<file path="config.mk">
export PLATFORM = sky130hd
export DESIGN_NAME = parity_frame_tx
export DESIGN_NICKNAME = d
export VERILOG_FILES = /design/src/rtl/parity_frame_tx.sv
export SDC_FILE = /design/constraint.sdc
export NUM_CORES = 1
export LEC_CHECK = 0
export BUFFER_PORTS_ARGS = -buffer_cell sky130_fd_sc_hd__buf_2
export CAP_MARGIN = 0
export CELL_PAD_IN_SITES_DETAIL_PLACEMENT = 0
export CELL_PAD_IN_SITES_GLOBAL_PLACEMENT = 1
export CORE_MARGIN = 3
export CORE_UTILIZATION = 44
export CTS_BUF_LIST = sky130_fd_sc_hd__clkbuf_4
export DETAILED_ROUTE_END_ITERATION = 16
export PLACE_DENSITY_LB_ADDON = 0.1
export SETUP_SLACK_MARGIN = 0.2
export SLEW_MARGIN = 20
export SYNTH_ARGS = -nofsm -noshare
export SYNTH_HDL_FRONTEND = slang
export SYNTH_SLANG_ARGS = --single-unit
</file>
<file path="constraint.sdc">
create_clock -name clk -period 2.45 [get_ports clk]
set_input_delay 0.1225 -clock clk [delete_from_list [all_inputs] [get_ports clk]]
set_output_delay 0.1225 -clock clk [all_outputs]
set_load 0.05 [all_outputs]
</file>
<file path="src/rtl/parity_frame_tx.sv">
// parity_frame_tx: serialises one 4-bit nibble per frame onto a single idle-high line.
// Frame, LSB first: start(0), data[0..3], parity (as supplied), stop(1); each bit is held
// for CLKS_PER_BIT cycles. The supplied parity is checked against XOR of data and flagged.
//
// Ports:
//   clk        sole clock, rising edge
//   reset_n    synchronous active-low reset
//   data       nibble to send
//   parity     upstream parity for data (expected XOR of data)
//   valid      data/parity valid this cycle
//   ready      block can accept a nibble (IDLE only)
//   tx         registered serial line, idle high
//   busy       frame in progress (~ready)
//   par_err    one-cycle pulse after a handshake with inconsistent parity
//   frame_cnt  completed frames, wraps at 255
module parity_frame_tx #(
  parameter int unsigned CLKS_PER_BIT = 4
) (
  input  logic       clk,
  input  logic       reset_n,
  input  logic [3:0] data,
  input  logic       parity,
  input  logic       valid,
  output logic       ready,
  output logic       tx,
  output logic       busy,
  output logic       par_err,
  output logic [7:0] frame_cnt
);

  typedef enum logic [2:0] {StIdle, StStart, StData, StParity, StStop} state_e;

  localparam logic [7:0] LastTick = 8'(CLKS_PER_BIT - 1);

  state_e     state_q;
  logic [7:0] tick_q;
  logic [1:0] bit_idx_q;
  logic [3:0] data_q;
  logic       parity_q;
  logic       bit_done;

  assign bit_done = (tick_q == LastTick);
  assign busy     = ~ready;

  always_ff @(posedge clk) begin
    if (!reset_n) begin
      state_q   <= StIdle;
      tick_q    <= 8'd0;
      bit_idx_q <= 2'd0;
      data_q    <= 4'd0;
      parity_q  <= 1'b0;
      ready     <= 1'b1;
      tx        <= 1'b1;
      par_err   <= 1'b0;
      frame_cnt <= 8'd0;
    end else begin
      par_err <= 1'b0;
      unique case (state_q)
        StIdle: begin
          if (valid) begin
            data_q    <= data;
            parity_q  <= parity;
            par_err   <= parity ^ (^data);
            tx        <= 1'b0;
            tick_q    <= 8'd0;
            bit_idx_q <= 2'd0;
            ready     <= 1'b0;
            state_q   <= StStart;
          end
        end
        StStart: begin
          if (bit_done) begin
            tick_q  <= 8'd0;
            tx      <= data_q[0];
            state_q <= StData;
          end else begin
            tick_q <= tick_q + 8'd1;
          end
        end
        StData: begin
          if (bit_done) begin
            tick_q <= 8'd0;
            if (bit_idx_q == 2'd3) begin
              tx      <= parity_q;
              state_q <= StParity;
            end else begin
              bit_idx_q <= bit_idx_q + 2'd1;
              tx        <= data_q[bit_idx_q + 2'd1];
            end
          end else begin
            tick_q <= tick_q + 8'd1;
          end
        end
        StParity: begin
          if (bit_done) begin
            tick_q  <= 8'd0;
            tx      <= 1'b1;
            state_q <= StStop;
          end else begin
            tick_q <= tick_q + 8'd1;
          end
        end
        StStop: begin
          // Returning to IDLE guarantees at least one ready cycle between frames.
          if (bit_done) begin
            tick_q    <= 8'd0;
            ready     <= 1'b1;
            frame_cnt <= frame_cnt + 8'd1;
            state_q   <= StIdle;
          end else begin
            tick_q <= tick_q + 8'd1;
          end
        end
        default: begin
          tx      <= 1'b1;
          ready   <= 1'b1;
          state_q <= StIdle;
        end
      endcase
    end
  end

endmodule

</file>
==> flow_metrics.py <==
metrics = {
    "clock_tree": {
        "cts_max_level": 2,
        "cts-root-buf": "clkbuf_4",
        "cts_hold_repair.buffers": 0,
        "clock_latency_ns": 0.33,
        "post_cts_buffers": 0,
        "cts_tree": "done",
        "cts_resized": 0,
        "cts.sinks": 29,
        "clk_path_buf_depth": 2,
        "cts_buffers": 5,
        "path_clk_slew_ns": 0.09,
    },
    "floorplanning": {
        "die-area_mm2": 0.003970,
        "start_util": 0.4646,
        "die_h_um": 63.01,
        "fp.coreArea_mm2": 0.003078,
        "die_width_um": 63.01,
        "rows": 20,
        "ios": 20,
    },
    "global_routing": {
        "antenna_found_initial": 0,
        "first_global_vias": 1264,
        "grt_pass1_wl_um": 5630,
        "grt.overflow.total": 0,
        "grt_max_degree": 20,
        "grt_usage": 0.1779,
    },
    "run": {
        "cap_viol_max_count": 0,
    },
    "yosys": {
        "synth_seq_cells": 29,
        "synth_top_cell_by_area": "dfxtp_1",
        "ys_seq_area_frac": 0.4059,
        "synth_nets": 177,
        "synthArstFlopShare": 0,
        "syn_area_per_cell_um2": 8.615,
        "ys_warn_count": 0,
        "netlist_area_mm2": 0.001430,
        "ys_top_cells_by_area": "dfxtp_1 41%, a21oi_1 4.9%, xnor2_1 4.3%",
        "synth_edf_count": 0,
        "synthCells": 166,
        "yosys.cell_count.top_type": "dfxtp_1",
        "synth_common_cells": "29 x dfxtp_1, 14 x a21oi_1, 14 x nand2_1, 13 x nor2_1, 11 x nand3_1",
        "ys.flop_type": "dfxtp_1",
        "synthDistinctLibCells": 41,
        "synth_top_area_frac": 0.4059,
    },
    "setup_path": {
        "cp_cell_sequence": "ha_1, nor4b_4, nand4_1, or3_1, a21oi_1",
        "rrSetupSlack_ns": 0.43,
        "cp-endpoint": "frame_cnt[6]",
        "critical_path_arrival_ns": 2.27,
        "timing.rr.start": "tick_q[1]",
        "rr_endpoint": "frame_cnt[6]",
        "worst-setup-path-type": "reg -> reg",
        "worstPathRequired_ns": 2.70,
        "critPathMaxFanout": 9,
        "start_kind": "flop",
        "critPathSlowestCell": "nor4b_4",
        "critPathCaptureType": "flop",
        "critPathMaxStageDelay_ns": 0.45,
        "crit_start": "tick_q[1]",
        "reg2regPathDepth": 5,
    },
    "route": {
        "routed_wl_um": 3079,
        "first_iter_violations": 92,
        "vias_per_cell": 5.474,
        "firstDrtPassIters": 4,
        "drc": 0,
        "wl_per_cell_um": 13.27,
        "ant_nets": 0,
        "vias": 1270,
    },
    "run_status": {
        "status": "finished, final reports clean",
    },
    "timing": {
        "worstMarginPinSlew_ns": 0.7817,
        "fin_crit_sh": 0.8234,
        "grt_setup_unrepaired": "no",
        "post-route-min-period_ns": 2.017,
        "setup_viol": 0,
        "layout_setup_ws_ns": 0.4326,
        "timing.fmax_mhz": 495.7,
        "slew_viol_final": 0,
        "fin_skew_ns": 0.006767,
        "fin_tns_setup_ns": 0,
        "finalHoldViolCount": 0,
        "relSlewSlack": 0.4748,
    },
    "cells_and_area": {
        "final_nets": 198,
        "area_growth_pct": 13.12,
        "antennaDiodeCount": 0,
        "final_area_mm2": 0.001618,
        "regArea_um2": 580.6,
        "multi_input_area_um2": 805.8,
        "nFillCells": 319,
        "layout.cells.non_filler": 232,
        "drive_above_1_share": 0.1968,
    },
    "placed_design": {
        "dpl.cell_count": 224,
        "dpl_worst_slack_ns": 0.4401,
        "port_buffers": 19,
        "hpwl_um": 2276,
        "gp_congestion": 0.8442,
        "placement.cell_area_mm2": 0.001563,
    },
    "power": {
        "ir_worst_vdd_uv": 255.9,
        "p_leak_nw": 0.5894,
        "totalPowerFinal_mw": 0.8721,
        "powerDensity_mw_per_mm2": 539.1,
    },
    "hold_path": {
        "hp-class": "in -> reg",
        "hold_path_depth": 3,
    },
}
-- final cells by class --
type	instances	share of cell area
Clock buffer	6	0.02784
Clock inverter	2	0.006187
Inverter	5	0.01160
Multi-Input combinational cell	126	0.4981
Sequential cell	29	0.3589
Tap cell	44	0.03403
Timing Repair Buffer	20	0.06342
-- worst min path at each step --
stage	startpoint	to	slack, ns
2_1_floorplan	reset_n	tx	0.24
6_report	data[0]	data_q[0]	0.05
4_1_cts	data[3]	data_q[3]	0.05
5_1_grt	data[3]	data_q[3]	0.05
3_3_place_gp	data[0]	data_q[0]	0.40
3_5_place_dp	data[3]	data_q[3]	0.41
-- where the power goes --
| part | switching (mW) | internal [mW] | leakage (nW) |
|---|---|---|---|
| sequential | 0.0107 | 0.483 | 0.236 |
| clock | 0.161 | 0.120 | 0.0354 |
| combinational | 0.0616 | 0.0354 | 0.318 |
-- flip-flops by register name, summed over array words and instances (netlist names) --
signal / flops
bit_idx_q: 2
data_q: 4
frame_cnt: 8
par_err: 1
parity_q: 1
ready: 1
state_q: 3
tick_q: 8
tx: 1
-- routing by layer --
metal  up-vias  global-route usage  wire, um
met5         -                   0         0
met4         0             0.08264        61
met3         8             0.04137       113
met2        19              0.2938      1433
met1       591              0.2171      1471
li1        652                   -         -
-- through the flow --
| stage | utilization | hold slack (ns) |
|---|---|---|
| global placement | 0.5077 | 0.4016 |
| detailed placement | 0.5077 | 0.4061 |
| floorplan | - | 0.2351 |
| global route | 0.5256 | 0.04517 |
| finish | 0.5256 | 0.05312 |
| CTS | 0.5256 | 0.04800 |
-- cells in the final DEF (no fill, tap or decap), drive strengths merged, types with 2 or more instances in the layout --
cell / Yosys / routed
a21oi: 14 / 14
nand3: 11 / 11
nand2: 14 / 14
ha: 3 / 3
nor2: 13 / 13
a21boi: 2 / 2
nor4: 5 / 5
nand4: 8 / 8
nor3: 6 / 6
clkinv: 1 / 3
or3: 6 / 6
buf: 2 / 20
o21ai: 8 / 8
dfxtp: 29 / 29
nand3b: 2 / 2
xor2: 6 / 6
nor4b: 2 / 2
nor3b: 2 / 2
xnor2: 7 / 7
clkbuf: 4 / 6
inv: 4 / 4
-- cell families after synthesis --
logic type,after synthesis,share of synthesized area
and+or+nand+nor,75,0.2940
DFF,29,0.4060
xor gates and xnor gates,13,0.07962
AOI/OAI and AO/OA,33,0.1400
adders and majority gates,3,0.02625
buffers and inverters,11,0.03061
muxes,2,0.02362
-- worst max-delay path: cells and delay by family, from the launching register on --
family                     cells  cell delay [ns]
AOI/OAI and AO/OA              1             0.14
adders and majority gates      1             0.23
DFF                            1             0.39
and+or+nand+nor                3             1.17
Note: power is estimated with default switching activity, not from simulation.
